==> config.mk <==
export PLATFORM = sky130hd
export DESIGN_NAME = csa_accumulator
export DESIGN_NICKNAME = d
export VERILOG_FILES = /design/src/rtl/csa_pkg.sv /design/src/rtl/FAdder.sv /design/src/rtl/csa_row.sv /design/src/rtl/csa_accumulator.sv
export SDC_FILE = /design/constraint.sdc
export NUM_CORES = 1
export LEC_CHECK = 0
export ABC_AREA = 1
export CORE_UTILIZATION = 45
export DETAILED_ROUTE_END_ITERATION = 10
export HOLD_SLACK_MARGIN = 0.03
export PLACE_DENSITY = 0.68
export SYNTH_ARGS = -nofsm -noshare
export SYNTH_HDL_FRONTEND = slang
export SYNTH_HIERARCHICAL = 1
export SYNTH_SLANG_ARGS = --single-unit
==> constraint.sdc <==
create_clock -name clk -period 3.3 [get_ports clk]
set_input_delay 0.33 -clock clk [delete_from_list [all_inputs] [get_ports clk]]
set_output_delay 0.33 -clock clk [all_outputs]
set_load 0.03 [all_outputs]
==> src/rtl/csa_pkg.sv <==
`default_nettype none
// +--------------------------------------------------------------------------+
// | Package     : csa_pkg                                                    |
// | Description : Shared definitions for the carry-save accumulator: FSM     |
// |               state encoding and helpers that size the resolution        |
// |               chunk index and the operand counter.                       |
// | Revision    : 1.0  initial release                                       |
// +--------------------------------------------------------------------------+
package csa_pkg;

    // Accumulate operands / resolve carry-save pair / present result.
    localparam logic [1:0] c_st_acc = 2'd0;
    localparam logic [1:0] c_st_res = 2'd1;
    localparam logic [1:0] c_st_out = 2'd2;

    // Number of CHUNK-bit slices needed to cover the accumulator.
    function automatic int calc_nchunk(input int acc_w, input int chunk);
        return (acc_w + chunk - 1) / chunk;
    endfunction

    // Counter must represent 2^GUARD + 1 (the saturated "overflowed" value).
    function automatic int calc_cnt_w(input int guard);
        return guard + 2;
    endfunction

endpackage
`default_nettype wire

==> src/rtl/FAdder.sv <==
`default_nettype none
// +--------------------------------------------------------------------------+
// | Module      : FAdder                                                     |
// | Description : Single-bit full adder.                                     |
// |   a, b, cin : addend bits                                                |
// |   s         : sum bit                                                    |
// |   cout      : carry-out bit                                              |
// | Revision    : 1.0  initial release                                       |
// +--------------------------------------------------------------------------+
module FAdder (
    input  logic a,
    input  logic b,
    input  logic cin,
    output logic s,
    output logic cout
);

    assign s    = a ^ b ^ cin;
    assign cout = (a & b) | (a & cin) | (b & cin);

endmodule
`default_nettype wire

==> src/rtl/csa_row.sv <==
`default_nettype none
// +--------------------------------------------------------------------------+
// | Module      : csa_row                                                    |
// | Description : Combinational W-bit 3:2 compressor row. Each bit position  |
// |               reduces A, B, C to a sum bit and a carry bit of the same   |
// |               weight; the caller shifts Cout left by one.                |
// |   A, B, C   : W-bit addends                                              |
// |   Sum       : W-bit bitwise sum                                          |
// |   Cout      : W-bit bitwise carry (unshifted)                            |
// | Revision    : 1.0  initial release                                       |
// +--------------------------------------------------------------------------+
module csa_row #(
    parameter int W = 8
) (
    output logic [W-1:0] Cout,
    output logic [W-1:0] Sum,
    input  logic [W-1:0] A,
    input  logic [W-1:0] B,
    input  logic [W-1:0] C
);

    for (genvar i = 0; i < W; i++) begin : g_bit
        FAdder u_fa (
            .a    (A[i]),
            .b    (B[i]),
            .cin  (C[i]),
            .s    (Sum[i]),
            .cout (Cout[i])
        );
    end

endmodule
`default_nettype wire

==> src/rtl/csa_accumulator.sv <==
`default_nettype none
// +--------------------------------------------------------------------------+
// | Module      : csa_accumulator                                            |
// | Description : Multi-operand accumulator holding its running total as a   |
// |               carry-save pair. The last operand of a group triggers a    |
// |               chunked carry-propagate resolution, after which the result |
// |               is offered on a valid/ready output.                        |
// |   clk, rst_n          : clock, asynchronous active-low reset             |
// |   in_valid/in_ready   : operand handshake                                |
// |   in_data, in_last    : operand and end-of-group marker                  |
// |   out_valid/out_ready : result handshake                                 |
// |   out_sum, out_ovf    : resolved sum mod 2^ACC_W, operand-count overflow |
// | Revision    : 1.0  initial release                                       |
// +--------------------------------------------------------------------------+
module csa_accumulator
    import csa_pkg::*;
#(
    parameter int WIDTH  = 8,
    parameter int GUARD  = 4,
    parameter int CHUNK  = 4,
    parameter bit SIGNED = 1'b0
) (
    input  logic                     clk,
    input  logic                     rst_n,
    input  logic                     in_valid,
    output logic                     in_ready,
    input  logic [WIDTH-1:0]         in_data,
    input  logic                     in_last,
    output logic                     out_valid,
    input  logic                     out_ready,
    output logic [WIDTH+GUARD-1:0]   out_sum,
    output logic                     out_ovf
);

    localparam int ACC_W  = WIDTH + GUARD;
    localparam int NCHUNK = calc_nchunk(ACC_W, CHUNK);
    localparam int CNT_W  = calc_cnt_w(GUARD);
    localparam int PAD_W  = NCHUNK * CHUNK;
    localparam int IDX_W  = (NCHUNK > 1) ? $clog2(NCHUNK) : 1;

    localparam logic [CNT_W-1:0] c_cnt_sat  = CNT_W'((1 << GUARD) + 1);
    localparam logic [CNT_W-1:0] c_cnt_lim  = CNT_W'(1 << GUARD);
    localparam logic [IDX_W-1:0] c_idx_last = IDX_W'(NCHUNK - 1);

    logic [1:0]       r_state;
    logic [ACC_W-1:0] r_s;
    logic [ACC_W-1:0] r_cv;
    logic [CNT_W-1:0] r_cnt;
    logic [IDX_W-1:0] r_idx;
    logic             r_cy;

    logic [ACC_W-1:0] w_ext;
    logic [ACC_W-1:0] w_row_s;
    logic [ACC_W-1:0] w_row_co;
    logic [PAD_W-1:0] w_s_pad;
    logic [PAD_W-1:0] w_cv_pad;
    logic [PAD_W-1:0] w_s_res_pad;
    logic [CHUNK-1:0] w_chunk_a;
    logic [CHUNK-1:0] w_chunk_b;
    logic [CHUNK:0]   w_chunk_sum;
    logic             w_unused_co_msb;

    // Operand extension to the accumulator width.
    if (SIGNED) begin : g_ext_signed
        assign w_ext = {{GUARD{in_data[WIDTH-1]}}, in_data};
    end else begin : g_ext_unsigned
        assign w_ext = {{GUARD{1'b0}}, in_data};
    end

    csa_row #(
        .W (ACC_W)
    ) u_row (
        .Cout (w_row_co),
        .Sum  (w_row_s),
        .A    (r_s),
        .B    (r_cv),
        .C    (w_ext)
    );

    // The top carry would land at weight 2^ACC_W, which wraps away.
    assign w_unused_co_msb = w_row_co[ACC_W-1];

    // Zero-pad so the final, possibly partial, chunk can be sliced uniformly.
    assign w_s_pad  = PAD_W'(r_s);
    assign w_cv_pad = PAD_W'(r_cv);

    // Slice select for the chunk currently being resolved.
    always_comb begin
        w_chunk_a = '0;
        w_chunk_b = '0;
        for (int k = 0; k < NCHUNK; k++) begin
            if (r_idx == IDX_W'(k)) begin
                w_chunk_a = w_s_pad[k*CHUNK +: CHUNK];
                w_chunk_b = w_cv_pad[k*CHUNK +: CHUNK];
            end
        end
    end

    assign w_chunk_sum = {1'b0, w_chunk_a} + {1'b0, w_chunk_b} + {{CHUNK{1'b0}}, r_cy};

    // Write the resolved chunk back into S; other slices are untouched, so
    // higher chunks still see their original carry-save bits.
    always_comb begin
        w_s_res_pad = w_s_pad;
        for (int k = 0; k < NCHUNK; k++) begin
            if (r_idx == IDX_W'(k)) begin
                w_s_res_pad[k*CHUNK +: CHUNK] = w_chunk_sum[CHUNK-1:0];
            end
        end
    end

    always_ff @(posedge clk or negedge rst_n) begin
        if (!rst_n) begin
            r_state <= c_st_acc;
            r_s     <= '0;
            r_cv    <= '0;
            r_cnt   <= '0;
            r_idx   <= '0;
            r_cy    <= 1'b0;
        end else begin
            case (r_state)
                c_st_acc: begin
                    if (in_valid) begin
                        r_s  <= w_row_s;
                        r_cv <= {w_row_co[ACC_W-2:0], 1'b0};
                        if (r_cnt != c_cnt_sat) begin
                            r_cnt <= r_cnt + CNT_W'(1);
                        end
                        if (in_last) begin
                            r_state <= c_st_res;
                            r_idx   <= '0;
                            r_cy    <= 1'b0;
                        end
                    end
                end
                c_st_res: begin
                    r_s  <= w_s_res_pad[ACC_W-1:0];
                    r_cy <= w_chunk_sum[CHUNK];
                    if (r_idx == c_idx_last) begin
                        r_state <= c_st_out;
                    end else begin
                        r_idx <= r_idx + IDX_W'(1);
                    end
                end
                c_st_out: begin
                    if (out_ready) begin
                        r_state <= c_st_acc;
                        r_s     <= '0;
                        r_cv    <= '0;
                        r_cnt   <= '0;
                        r_idx   <= '0;
                        r_cy    <= 1'b0;
                    end
                end
                default: begin
                    r_state <= c_st_acc;
                end
            endcase
        end
    end

    // Handshake flags come straight from the state register.
    assign in_ready  = (r_state == c_st_acc);
    assign out_valid = (r_state == c_st_out);
    assign out_sum   = out_valid ? r_s : '0;
    assign out_ovf   = out_valid & (r_cnt > c_cnt_lim);

endmodule
`default_nettype wire
# ---- Word level (Yosys, flattened, before mapping)
# Index checks and enable logic that the tools add are counted.
dict set report word_totals {
  input_bits 13
  word_cells 134
  reg_bits 35
}
dict set report op_classes {
  addsub 4
  n_reduce_logical 12
  bitwise_logic 64
  n_mux 32
  eq_ne 13
  n_lt_le_gt_ge 1
}
# op count
set ops {}
lappend ops {{two-way mux 12 bit} 4}
lappend ops {{two-way mux 4 bit} 9}
lappend ops {{case mux 12 bit (3 select lines)} 1}
lappend ops {{bitwise AND 1 bit} 28}
lappend ops {{case mux 12 bit (2 select lines)} 1}
lappend ops {{AND reduction 4 bit} 6}
lappend ops {{XOR 1 bit} 20}
lappend ops {{two-way mux 6 bit} 3}
lappend ops {{OR 1 bit} 16}
lappend ops {{two-way mux 2 bit} 7}
lappend ops {{case mux 2 bit (3 select lines)} 2}
lappend ops {{case mux 6 bit (2 select lines)} 1}
lappend ops {{!= test 2 bit (second input constant)} 5}
lappend ops {{adder 6 x 1 -> 6 bit (second input constant)} 1}
lappend ops {{greater-than comparator 6 x 5 -> 1 bit (second input constant)} 1}
lappend ops {{!= test 2 x 1 -> 1 bit (second input constant)} 3}
lappend ops {{!= test 6 x 5 -> 1 bit (second input constant)} 1}
lappend ops {{adder 4 x 4 -> 5 bit} 1}
lappend ops {{adder 5 x 1 -> 5 bit} 1}
lappend ops {{AND reduction 5 bit} 1}
lappend ops {{== test 2 x 1 -> 1 bit (second input constant)} 2}
lappend ops {{== test 2 bit (second input constant)} 2}
lappend ops {{logical NOT 2 bit} 2}
lappend ops {{two-way mux 1 bit} 3}
lappend ops {{other kinds (5)} 5}

# ---- Logic depth before layout (Yosys ltp)
dict set report logic_depth {
  depth_word 8
  ltp_mapped 15
  mapped_depth_nobuf 15
}

# ---- Hierarchy
# Netlist, hierarchy kept.
# mod n_inst area_per_inst_um2 cells_each
set modules_own_cells {}
lappend modules_own_cells {csa_accumulator 1 2268.4 306}
lappend modules_own_cells {FAdder 12 20.0 1}

# ---- Worst setup path before layout
# No wires, ideal clock.
dict set report synth_timing {
  path_kind {register to register}
  from {reg r_idx[0]}
  to {reg r_s[9]}
  arrival_ns 2.394
  slack_ns 0.828
  path_buffers 0
  stages_incl_launch_ff 12
  synth_period_minus_slack_ns 2.472
  path_cell_list {dfrtp_1 inv_1 ha_1 nor2_1 nand2_1 inv_1 a21oi_1 fa_1 fa_1 or2_1 o21a_1 a21oi_1}
}
dict set report synth_via {
  elab_chain_len 8
  elab_cells_between_ends 15
  classes_between {add/sub: 2; eq/ne: 3; mux: 8; reduce/logical: 2}
}
# element line
set synth_lines {}
lappend synth_lines {{from (decl)} csa_accumulator.sv:49} ;# logic [IDX_W-1:0] r_idx;
lappend synth_lines {{from (signal assigned)} csa_accumulator.sv:142} ;# r_idx <= r_idx + IDX_W'(1);
lappend synth_lines {{logical NOT 2 bit} csa_accumulator.sv:92} ;# if (r_idx == IDX_W'(k)) begin
lappend synth_lines {{two-way mux 4 bit (3 in series)} csa_accumulator.sv:92}
lappend synth_lines {{adder 4 x 4 -> 5 bit} csa_accumulator.sv:99} ;# assign w_chunk_sum = {1'b0, w_chunk_a} + {1'b0, w_chunk_b} + {{CHUNK{1'b0}}, r_cy};
lappend synth_lines {{adder 5 x 1 -> 5 bit} csa_accumulator.sv:99}
lappend synth_lines {{two-way mux 4 bit} csa_accumulator.sv:106} ;# if (r_idx == IDX_W'(k)) begin
lappend synth_lines {{case mux 12 bit (3 select lines)} csa_accumulator.sv:121} ;# case (r_state)
lappend synth_lines {{to (signal assigned)} csa_accumulator.sv:124} ;# r_s <= w_row_s;
lappend synth_lines {{to (signal assigned)} csa_accumulator.sv:137} ;# r_s <= w_s_res_pad[ACC_W-1:0];
lappend synth_lines {{to (decl)} csa_accumulator.sv:46} ;# logic [ACC_W-1:0] r_s;
# Parallel ways exist; a longest one is shown, timed or not. The select of a mux whose other input is x is not followed.
# A chain may end at the register's enable or synchronous reset.

# ---- Final worst setup path
dict set report layout_timing {
  from {reg r_idx[0]}
  to {reg r_s[5]}
}
# The elaborated chain is that of the path after synthesis.

==> results.md <==
* # nets final at 393
* CTS tree: yes
* I/O pin total at 28
* Hold_buf cts at 0
* Die Y-Extent at 76.7 µm
* CTS Sinks at 34
* Largest net degree at the start of global routing at 35
* Grt total ovfl at 0
* Most common cell after layout, fill and taps aside: nand2_1
* Share of layout cells above drive strength 1 at 0.0819
* IO buf count at 27
* Seq/Total Area, Yosys at 0.339
* Vias after detailed routing at 2103
* Max Clk Rate at 358 MHz
* First-pass GRT wire length at 10200 µm
* PD cells at 1050 nW/µm²
* Commonest cells after routing, fill and taps aside: nand2_1, inv_1, dfrtp_1, clkdlybuf4s50_1, nand3_1
* Peak supply drop at 0.479 mV
* CP Cell Sequence: inv_1 > ha_1 > inv_2 > nand2_1 > o22ai_1 > a21oi_1 > fa_1 > fa_1 > or2_1 > o21ai_0 > nand2_1 > o21ai_0
* Crit path DAT at 3000 ps
* Post-synth top area cell: dfrtp_1
* Via density at 4.96
* Setup tns final at 0 ps
* Clock Latency Late Sink at 300 ps
* Outcome: complete, no violations
* Area contributors post-synth: dfrtp_1, nand2_1, fa_1
* Hold Violations, Final at 0
* Reg-to-reg slack, setup at 510 ps
* Clk root buf: clkbuf_8
* Setup repair after global routing missed its margin: no
* Maxcap violations at 0
* Setup-failing EPs final at 0
* Hold_ws at 439 ps
* DRT Pass-1 Iters at 4
* Gpl congestion at 0.889
* Initial DRC Count at 96
* H-tree Lvls at 2
* Minimum clock period at 2790 ps
* Die footprint at 5880 µm²
* Postcts setup bufs at 0
* Max clock buf depth at 2
* FF+latch count, synth at 34
* CTS buffer count at 5
* Critical Path RT at 3510 ps
* Syn-to-layout area delta at 19.6%
* Synth Cell Area at 2510 µm²
* DRT Wirelength at 5860 µm
* Startpoint types: register
* Crit-path leading delay family: adder cells
* Horiz. Die Dim at 76.7 µm
* Vias in the first global route at 2101
* Worst r2r src: r_idx[0]
* Ys Warns at 6
* Diodes inserted at 0
* Crit Path Category: register to register
* Total Routing Usage GR at 0.226
* Critical path's slowest cell: fa_1
* Crit path buf inv count at 2
* CP Max Fanout at 7
* Reg2reg end: r_s[5]
* Crit-path max cell delay at 440 ps
* Distinct cells, synth at 34
* Worst-path clk slew at 80 ps
* Final period util at 0.846
* Cells after Synth at 318
* Top-area cell type share of the netlist area at 0.339
* Routed Antenna Nets at 0
* CORE AREA at 5240 µm²
* Lkg Pwr at 1.56 nW
* Syn_area_per_cell at 7.89 µm²
* Initial core utilization at 0.479
* Skew final at 8.47 ps
* Slew Viols, Final at 0
* Post-CTS Resized at 0
* Antenna violations before repair at 0
* Row cnt at 26
* CP Capture Type: register
* Detail-routed net length per standard cell at 13.8 µm
* Worst hold path type: input pin to async pin
* Detailed-route DRC error count at 0
* Fillers at 501
* Worst Reg2Reg Path Length in Cells at 12
* Dpl hpwl at 4500 µm
==> registers in the layout, summed over array words and instances (netlist names) <==
signal	count
r_cnt	6
r_cv	11
r_cy	1
r_idx	2
r_s	12
r_state	2
==> Yosys cell counts <==
| library cell | number |
|---|---|
| o21a_1 | 3 |
| nand3b_1 | 1 |
| o22ai_1 | 1 |
| fa_1 | 14 |
| nand2_1 | 84 |
| nand2_2 | 3 |
| dfrtp_1 | 34 |
| o21bai_1 | 2 |
| clkinv_1 | 1 |
| inv_1 | 54 |
| o211ai_1 | 1 |
| inv_2 | 3 |
| o221ai_1 | 2 |
| a221oi_1 | 2 |
| a22oi_1 | 1 |
| nor2_4 | 2 |
| xor2_1 | 2 |
| buf_6 | 2 |
| nand3_1 | 21 |
| conb_1 | 1 |
| nor2_1 | 19 |
| nand2_8 | 1 |
| o21ai_1 | 4 |
| o21ai_2 | 3 |
| nand2_4 | 2 |
| a21oi_1 | 11 |
| nor2_8 | 1 |
| ha_1 | 13 |
| buf_4 | 1 |
| o21ai_0 | 17 |
| clkbuf_1 | 3 |
| nor3_1 | 4 |
| nor2_2 | 3 |
| or2_1 | 2 |
==> per-layer routing <==
layer | global-route usage | vias to the layer above | wire length [µm]
met5 | 0 | - | 0
met4 | 0.0731 | 0 | 84
met3 | 0.0369 | 8 | 223
met2 | 0.372 | 45 | 2880
met1 | 0.302 | 1002 | 2670
li1 | - | 1048 | -
==> worst max-delay path by stage <==
stage / to / depth (start not counted) / slack, ps / start
2_1_floorplan: r_s[9] / 11 / 830 / r_idx[0]
3_3_place_gp: r_s[5] / 12 / 630 / r_idx[0]
3_5_place_dp: r_s[5] / 12 / 550 / r_idx[0]
4_1_cts: r_s[5] / 12 / 530 / r_idx[0]
5_1_grt: r_s[6] / 15 / 300 / r_idx[0]
6_report: r_s[5] / 12 / 510 / r_idx[0]
==> final cells by class <==
cell class / instances / area [µm²] / share of cell area
clock inverters: 3 / 68.8 / 0.0229
multi-input cells: 224 / 1410 / 0.471
inverters: 58 / 218 / 0.0726
clock buffers: 5 / 68.8 / 0.0229
well taps: 70 / 87.6 / 0.0292
repair buffers: 30 / 293 / 0.0976
flip-flops and latches: 34 / 851 / 0.284
==> through the flow <==
stage,area (µm²),power (mW),util,worst slack (ps),instances
2_1_floorplan,2520,2.20,-,828,322
3_3_place_gp,2860,2.65,0.547,632,416
3_5_place_dp,2860,2.69,0.547,552,416
4_1_cts,3000,3.18,0.573,534,424
5_1_grt,3000,3.49,0.573,299,424
6_report,3000,3.15,0.573,508,424
==> cells by family (layout without fill, tap and decap cells) <==
| logic type | count (synthesis) | count (layout) | share of synthesized area |
|---|---|---|---|
| AND/OR/NAND/NOR | 143 | 143 | 0.261 |
| other | 1 | 5 | 0.00149 |
| AO/OA/AOI/OAI | 47 | 47 | 0.112 |
| buffers and inverters | 64 | 96 | 0.103 |
| adder cells (fa/ha/maj) | 27 | 27 | 0.177 |
| XOR/XNOR | 2 | 2 | 0.00698 |
| flip-flops | 34 | 34 | 0.339 |
==> where the power goes <==
part,switching (mW),internal [mW]
Combinational,1.17,0.684
Clock,0.166,0.303
Sequential,0.226,0.603
(Power assumes the default switching activity.)
